$ cat config.mk
export PLATFORM = sky130hd
export DESIGN_NAME = toggle_seq_ctrl
export DESIGN_NICKNAME = d
export VERILOG_FILES = /design/src/rtl/toggle_seq_ctrl_pkg.sv /design/src/rtl/toggle_seq_ctrl_edge_pulse.sv /design/src/rtl/toggle_seq_ctrl.sv
export SDC_FILE = /design/constraint.sdc
export NUM_CORES = 1
export LEC_CHECK = 0
export ABC_AREA = 1
export CAP_MARGIN = 10
export CORE_MARGIN = 4
export CORE_UTILIZATION = 40
export CTS_BUF_LIST = sky130_fd_sc_hd__clkbuf_4 sky130_fd_sc_hd__clkbuf_8
export DETAILED_ROUTE_END_ITERATION = 10
export GPL_ROUTABILITY_DRIVEN = 0
export GPL_TIMING_DRIVEN = 0
export HOLD_SLACK_MARGIN = 0.05
export RECOVER_POWER = 100
export SETUP_SLACK_MARGIN = 0.2
export SLEW_MARGIN = 10
export SYNTH_ARGS = -nofsm -noshare
export SYNTH_HDL_FRONTEND = slang
export SYNTH_SLANG_ARGS = --single-unit
export TNS_END_PERCENT = 1
$ cat constraint.sdc
create_clock -name clk -period 1.9 [get_ports clk]
set_input_delay 0.38 -clock clk [delete_from_list [all_inputs] [get_ports clk]]
set_output_delay 0.38 -clock clk [all_outputs]
set_load 0.01 [all_outputs]
$ cat src/rtl/toggle_seq_ctrl_pkg.sv
// Shared definitions for the toggle sequencer.
//   state_e     : FSM encoding, also the value driven on the 2-bit state port
//   ST_*        : plain 2-bit constants for code that compares the state port
//   ptr_next    : channel pointer advance with wrap in either direction
package toggle_seq_ctrl_pkg;

  typedef enum logic [1:0] {
    StIdle  = 2'b00,
    StRun   = 2'b01,
    StPause = 2'b10
  } state_e;

  localparam logic [1:0] ST_IDLE  = 2'b00;
  localparam logic [1:0] ST_RUN   = 2'b01;
  localparam logic [1:0] ST_PAUSE = 2'b10;

  // Up: n-1 wraps to 0. Down: 0 wraps to n-1.
  function automatic int unsigned ptr_next(input int unsigned p, input logic dn,
                                           input int unsigned n);
    if (dn) begin
      return (p == 0) ? n - 1 : p - 1;
    end
    return (p == n - 1) ? 0 : p + 1;
  endfunction

endpackage

$ cat src/rtl/toggle_seq_ctrl_edge_pulse.sv
// Rising-edge detector for one raw button level.
//   clk   : system clock
//   reset : synchronous, active-high; clears both sample flops
//   in    : raw button level
//   out   : one-cycle pulse, high the cycle after 'in' is first sampled high
module toggle_seq_ctrl_edge_pulse (
  input  logic clk,
  input  logic reset,
  input  logic in,
  output logic out
);

  logic a_q, a_d;
  logic b_q, b_d;

  always_comb begin
    a_d = in;
    b_d = a_q;
  end

  always_ff @(posedge clk) begin
    if (reset) begin
      a_q <= 1'b0;
      b_q <= 1'b0;
    end else begin
      a_q <= a_d;
      b_q <= b_d;
    end
  end

  // A held level sets both flops, so only the first sampled-high cycle pulses.
  assign out = a_q & ~b_q;

endmodule

$ cat src/rtl/toggle_seq_ctrl.sv
// Sequencer for the T-flip-flop LED bank.
// Turns button presses into one-cycle, one-hot toggle pulses on t_out, one channel at a time,
// either paced by a prescaler (RUN) or one per step press (IDLE / PAUSE).
// Ports:
//   clk        : system clock
//   reset      : synchronous, active-high
//   btn_start  : raw level; rising edge = run / pause
//   btn_step   : raw level; rising edge = single step (ignored while running)
//   btn_dir    : raw level; rising edge = flip pointer direction
//   t_out      : one-hot toggle pulse or all zero, registered
//   state      : 00 idle, 01 run, 10 pause
//   ptr        : channel the next toggle will hit
//   dir_dn     : 0 = ptr counts up, 1 = ptr counts down
// PRESCALE must be >= 2 and fit in CNT_W bits; N_CH must be >= 2.
module toggle_seq_ctrl
  import toggle_seq_ctrl_pkg::*;
#(
  parameter int unsigned N_CH     = 3,
  parameter int unsigned PRESCALE = 125000000,
  parameter int unsigned CNT_W    = 27
) (
  input  logic                    clk,
  input  logic                    reset,
  input  logic                    btn_start,
  input  logic                    btn_step,
  input  logic                    btn_dir,
  output logic [N_CH-1:0]         t_out,
  output logic [1:0]              state,
  output logic [$clog2(N_CH)-1:0] ptr,
  output logic                    dir_dn
);

  localparam int unsigned PTR_W = $clog2(N_CH);
  localparam logic [CNT_W-1:0] CntMax = CNT_W'(PRESCALE - 1);
  localparam logic [CNT_W-1:0] CntOne = CNT_W'(1);

  logic start_p, step_p, dir_p;

  toggle_seq_ctrl_edge_pulse u_edge_start (
    .clk   (clk),
    .reset (reset),
    .in    (btn_start),
    .out   (start_p)
  );

  toggle_seq_ctrl_edge_pulse u_edge_step (
    .clk   (clk),
    .reset (reset),
    .in    (btn_step),
    .out   (step_p)
  );

  toggle_seq_ctrl_edge_pulse u_edge_dir (
    .clk   (clk),
    .reset (reset),
    .in    (btn_dir),
    .out   (dir_p)
  );

  state_e            state_q, state_d;
  logic [CNT_W-1:0]  cnt_q, cnt_d;
  logic [PTR_W-1:0]  ptr_q, ptr_d;
  logic              dir_q, dir_d;
  logic [N_CH-1:0]   t_out_q, t_out_d;
  logic              fire;
  logic              term;

  assign term = (cnt_q == CntMax);

  always_comb begin
    state_d = state_q;
    cnt_d   = cnt_q;
    ptr_d   = ptr_q;
    // The flip only affects advances after this cycle; this cycle's advance uses dir_q.
    dir_d   = dir_q ^ dir_p;
    fire    = 1'b0;
    t_out_d = '0;

    unique case (state_q)
      StIdle: begin
        // Start wins over a simultaneous step.
        if (start_p) begin
          state_d = StRun;
          cnt_d   = '0;
        end else if (step_p) begin
          fire = 1'b1;
        end
      end
      StRun: begin
        if (term) begin
          fire  = 1'b1;
          cnt_d = '0;
        end else begin
          cnt_d = cnt_q + CntOne;
        end
        if (start_p) begin
          state_d = StPause;
          // Hold the count so a resume continues the current period; a terminal
          // count still fires and wraps.
          if (!term) begin
            cnt_d = cnt_q;
          end
        end
      end
      StPause: begin
        if (start_p) begin
          state_d = StRun;
        end else if (step_p) begin
          fire = 1'b1;
        end
      end
      default: begin
        state_d = StIdle;
      end
    endcase

    if (fire) begin
      ptr_d = PTR_W'(ptr_next(32'(ptr_q), dir_q, N_CH));
    end

    for (int i = 0; i < int'(N_CH); i++) begin
      t_out_d[i] = fire && (ptr_q == PTR_W'(i));
    end
  end

  always_ff @(posedge clk) begin
    if (reset) begin
      state_q <= StIdle;
      cnt_q   <= '0;
      ptr_q   <= '0;
      dir_q   <= 1'b0;
      t_out_q <= '0;
    end else begin
      state_q <= state_d;
      cnt_q   <= cnt_d;
      ptr_q   <= ptr_d;
      dir_q   <= dir_d;
      t_out_q <= t_out_d;
    end
  end

  assign t_out  = t_out_q;
  assign state  = state_q;
  assign ptr    = ptr_q;
  assign dir_dn = dir_q;

endmodule

**Word-level counts from Yosys, hierarchy flattened**

Index checks and enable logic that the tools add are counted.

- Add/sub/neg operators: 3
- Equal/unequal tests: 9
- Muxes and demuxes: 18
- Bitwise gates (word level): 7
- Reduce and logical (&&, ||, !) cells: 9

Operators with widths:

| operator | count |
|---|---|
| $mux 27 | 4 |
| $pmux 27 s2 | 1 |
| $add 27x1->27 const B | 1 |
| $eq 27x27->1 const B | 1 |
| $mux 2 | 6 |
| $mux 1 | 5 |
| $eq 2x1->1 const B | 2 |
| $eq 2x2->1 const B | 2 |
| $logic_not 2->1 | 2 |
| $ne 2x2->1 const B | 2 |
| $pmux 2 s2 | 1 |
| $and 1x1->1 | 3 |
| $logic_and 1x1->1 | 3 |
| $ne 3x3->1 const B | 1 |
| $not 1->1 | 3 |
| $reduce_and 3->1 | 1 |
| $add 2x1->2 const B | 1 |
| $ne 2x1->1 const B | 1 |
| $pmux 1 s2 | 1 |
| $reduce_and 2->1 | 1 |
| $reduce_bool 2->1 | 1 |
| $reduce_or 2->1 | 1 |
| $sub 2x1->2 const B | 1 |
| $xor 1x1->1 | 1 |

- Bits in registers: 41
- Input bits: 5
- Output and inout bits: 8
- Word-level logic and storage cells: 57

**Longest topological paths before layout**

- Word-level depth: 7
- Gate-level depth with buffers: 12
- Depth with buffers taken out: 11

**By module**

A second synthesis with hierarchy kept.

- Cell total of the unflattened synthesis: 398
- Area, all modules: 2496.1 µm²

By module, submodules not included:

| module | instances | cells an instance | area each (µm²) | sequential area each (µm²) |
|---|---|---|---|---|
| toggle_seq_ctrl | 1 | 377 | 2319.7 | 700.7 |
| toggle_seq_ctrl_edge_pulse | 3 | 7 | 58.8 | 40.0 |

**Worst setup path after synthesis**

OpenSTA, ideal clock, no wires.

- Path kind: flip-flop to flip-flop
- From: reg cnt_q[0]
- To: reg cnt_q[0]
- Setup time: 113 ps
- Arrival: 1481 ps
- Data required time: 1787 ps
- Setup slack: 306 ps
- Cell stages (with the launch flop): 12
- Buffers on the path: 1
- Period minus slack after synthesis: 1594 ps
- Cells stage by stage: dfxtp_1 > ha_1 > nand2_2 > nor2_4 > nand2_1 > nor2_4 > nand2_4 > nand2_4 > nand2_4 > buf_2 > nor2_1 > nor2_1

- Longest elaborated chain between the ends: 5
- Elaborated cells on any way between the ends: 8
- Those cells by class: 1 x add/sub; 2 x eq/ne; 4 x mux; 1 x reduce/logical

RTL lines:

| element | RTL line | text |
|---|---|---|
| from (decl) | toggle_seq_ctrl.sv:61 | `logic [CNT_W-1:0] cnt_q, cnt_d;` |
| from (signal assigned) | toggle_seq_ctrl.sv:135 | `cnt_q <= cnt_d;` |
| $add 27x1->27 or $eq 27x27->1 (tied branches) | toggle_seq_ctrl.sv:94, toggle_seq_ctrl.sv:68 |  |
| $mux 27 | toggle_seq_ctrl.sv:90 | `if (term) begin` |
| $mux 27 | toggle_seq_ctrl.sv:100 | `if (!term) begin` |
| $mux 27 | toggle_seq_ctrl.sv:96 | `if (start_p) begin` |
| $pmux 27 s2 | toggle_seq_ctrl.sv:79 | `unique case (state_q)` |

Several ways; a longest one is shown, not always the timed one. The select of a mux whose other input is x is not followed.
A chain may end at the register's enable or synchronous reset.

**Final worst setup path**

- From: reg cnt_q[0]
- To: reg cnt_q[15]

Same word-level chain as after synthesis.

==> metrics.md <==
| Metric | Value |
|---|---|
| Master of the slowest instance on the critical path | sky130_fd_sc_hd__dfxtp_4 |
| Detailed-routing iteration count for the pre-antenna-repair pass | 5 |
| Final period util | 91.6% |
| Cell Pwr Density | around 640 mW/mm^2 |
| Most common cell on crit path | sky130_fd_sc_hd__nand2_1 |
| Chip width | 90.2 um |
| Avg Inst Size Synth | 5.73 um^2 |
| Worst VDD drop | 0.328 mV |
| Effective utilization at floorplan | 41.9% |
| Max-slew violation count | 0 |
| Antenna diode count | 0 |
| Maximum number of pins on one net before global-route repair | 15 |
| Top cell type by total area after synthesis | sky130_fd_sc_hd__dfxtp_1 |
| Actual slew at the worst max-slew pin | 0.504 ns |
| Yosys warning count | 0 |
| Final Cell Area | around 0.0031 mm^2 |
| Buffers on Ports | 12 |
| Result of the run | completed |
| Final setup slack of the worst path | ~0.16 ns |
| Arrival time of the worst setup path | between 1.5 and 2 ns |
| First-pass GRT wire length | between 10 and 15 mm |
| Drt wl/cell | ~12 um |
| Post-detailed-route DRC marker count | 0 |
| Total overflow reported by the global router | 0 |
| Layout overhead on the synthesized area | 16.1% |
| Core ar. | between 0.006 and 0.007 mm^2 |
| Number of hold-repair buffers added at the cts stage | 0 |
| Detail-routed via count per cell | 4.76 |
| Ordered list of cells on the worst path | ha_4, nand2_4, nor2_4, nand2_1, nor2_4, nand2_4, a21oi_4, buf_6, nand2_1, nand2_1, nor2_1 |
| Setup skew after layout | between 0.01 and 0.015 ns |
| Shortest period the worst path allows | 1.74 ns |
| Maximum buffer depth of the clock tree | 2 |
| TritonCTS clock tree | yes |
| Initial antenna violation count | 0 |
| Class of the most critical hold timing path | reg -> reg |
| Synth top area cells | sky130_fd_sc_hd__dfxtp_1 30%, sky130_fd_sc_hd__nand2_1 22%, sky130_fd_sc_hd__nor2_1 15% |
| Final net count | just over 500 |
| Half-perimeter wire length after detailed placement | 5.17 mm |
| Nets in the synthesized netlist | around 480 |
| Fmax | 575 MHz |
| Cell chosen for the clock root | sky130_fd_sc_hd__clkbuf_8 |
| Vias in the first global route | ~2600 |
| Power after layout | approximately 0.002 W |
| Sink Count | ~40 |
| Largest incremental delay on the critical path | about 0.37 ns |
| Deepest level of the CTS H-tree | 2 |
| Total count of hold-check failures in the final report | 0 |
| Wire length after detailed routing | roughly 7.0 mm |
| Setup violation total in the final timing report | 0 |
| Antenna Violating Nets Remaining | 0 |
| Clock slew seen by the registers of the worst setup and hold paths | approximately 0.090 ns |
| Floorplan die height | 90.2 um |
| Row Count | 29 |
| Clock Latency Late Sink | roughly 0.31 ns |
| CTS Buf Count | 5 |
| Max-cap viol count | 0 |
| Critical Path End Type | flop |
| Setup repair after global routing missed its margin | true |
| Placed inst area | between 0.002 and 0.003 mm^2 |
| Total of flip-flops plus latches after synthesis | between 40 and 50 |
| Worst setup timing slack at the placement stage | -0.0249 ns |
| IO Pins | 13 |
| Crit path launch type | flop |
| Cell variety after synth | 25 |
| Slew Limit Headroom | approximately two thirds |
| Share of the yosys chip area belonging to registers | a little over 30% |
| Synthesized area | between 0.002 and 0.003 mm^2 |
| Layout cells sized above 1 | under 10% |
| Die area | just over 0.008 mm^2 |
| Type of the worst setup path | reg -> reg |
| Top cell type's share of synthesized area | between 30% and 40% |
| LEAKAGE | 1.37 nW |
| 1st-iter DRT viols | between 150 and 200 |
| Cell count after synthesis | around 470 |
| Global-route total usage across every layer | a little under a fifth |
| Peak fanout along the critical path | 5 |
| Total number of vias | 2744 |
| Critical path data required time | between 2 and 2.5 ns |
==> layer usage <==
layer,wire length [um],global-route usage (%)
met2,3250,30.8
met1,3360,23.7
met4,90,4.72
met5,0,0
met3,309,2.84
==> sequential cells by signal, indices dropped and copies added, names as in the netlist, 2 cells and up <==
name and flops:
cnt_q 27, state 2, ptr 2, t_out 3
==> final cells by class <==
cell class              count  area, um^2
fillers                   702        3320
plain buffers              10        67.6
clock inverters             3        43.8
well taps                  77        96.3
clock buffers               5        68.8
flip-flops and latches     41         830
multi-input cells         356        1610
repair buffers             19         180
inverters                  65         244
==> worst max-delay path, delay by kind of cell, from the launching register on <==
kind | cells | cell delay, ns
AO/OA/AOI/OAI | 1 | 0.26
adder cells (fa/ha/maj) | 1 | 0.16
buffers and inverters | 1 | 0.16
flip-flops | 1 | 0.37
AND/OR/NAND/NOR | 8 | 0.68
==> cell usage after synthesis (all sizes together) <==
master / number
nand2: 166
nor2: 118
inv: 64
nand3: 42
dfxtp: 41
a21oi: 7
buf: 7
ha: 7
o21ai: 6
clkbuf: 3
nand4: 3
nor3: 2
o211ai: 2
a211oi: 1
clkinv: 1
nor3b: 1
or2: 1
==> path summary, 6_finish.rpt <==
path                                        end  slack (ns)  cells after the start             from
worst max register to register        cnt_q[15]        0.16                     11         cnt_q[0]
worst min register to register  u_edge_step.b_q        0.43                      2  u_edge_step.a_q
worst min-delay path            u_edge_step.b_q        0.43                      2  u_edge_step.a_q
worst max-delay path                  cnt_q[15]        0.16                     11         cnt_q[0]
==> cell usage in the layout, fill, tap and decap left out, drive strengths merged <==
master / Yosys / routed
dfxtp: 41 / 41
o21ai: 6 / 6
nand4: 3 / 3
o211ai: 2 / 2
nand3: 42 / 42
nor2: 118 / 118
clkdlybuf4s50: 0 / 4
bufinv: 0 / 1
buf: 7 / 14
a21oi: 7 / 7
a211oi: 1 / 1
nor3b: 1 / 1
clkinv: 1 / 2
or2: 1 / 1
nor3: 2 / 2
ha: 7 / 7
nand2: 166 / 166
clkbuf: 3 / 8
dlygate4sd3: 0 / 8
inv: 64 / 65
==> report_power, final <==
part / switching (W) / total, W / leakage (nW) / internal [W]
clock: 0.000345 / 0.000739 / 0.0585 / 0.000394
combinational: 0.000201 / 0.000328 / 0.978 / 0.000127
sequential: 0.0000391 / 0.000938 / 0.337 / 0.000899
total: 0.000585 / 0.00200 / 1.37 / 0.00142
==> stage by stage <==
stage               hold WS (ns)  instances  TNS [ns]  util [%]
CTS                        0.434        576         0      48.5
floorplan                  0.411        472         0         -
global placement           0.418        561    -0.290      45.2
global route               0.483        576         0      48.6
detailed placement         0.420        561    -0.137      45.2
finish                     0.432        576         0      48.6
==> cell families after synthesis <==
kind of cell	Yosys count	synth area share (%)
AND/OR/NAND/NOR	333	51.3
flip-flops	41	30.3
buffers and inverters	75	11.4
adder cells (fa/ha/maj)	7	3.24
AO/OA/AOI/OAI	16	3.65
==> timing repair <==
item                                    4_1_cts  5_1_grt
pin swaps                                     6        5
resized for setup                            12        8
endpoints found under the setup margin       27       32
setup buffers                                 6        0
gates cloned                                  1        0
Power figures use the tool's default switching activity.
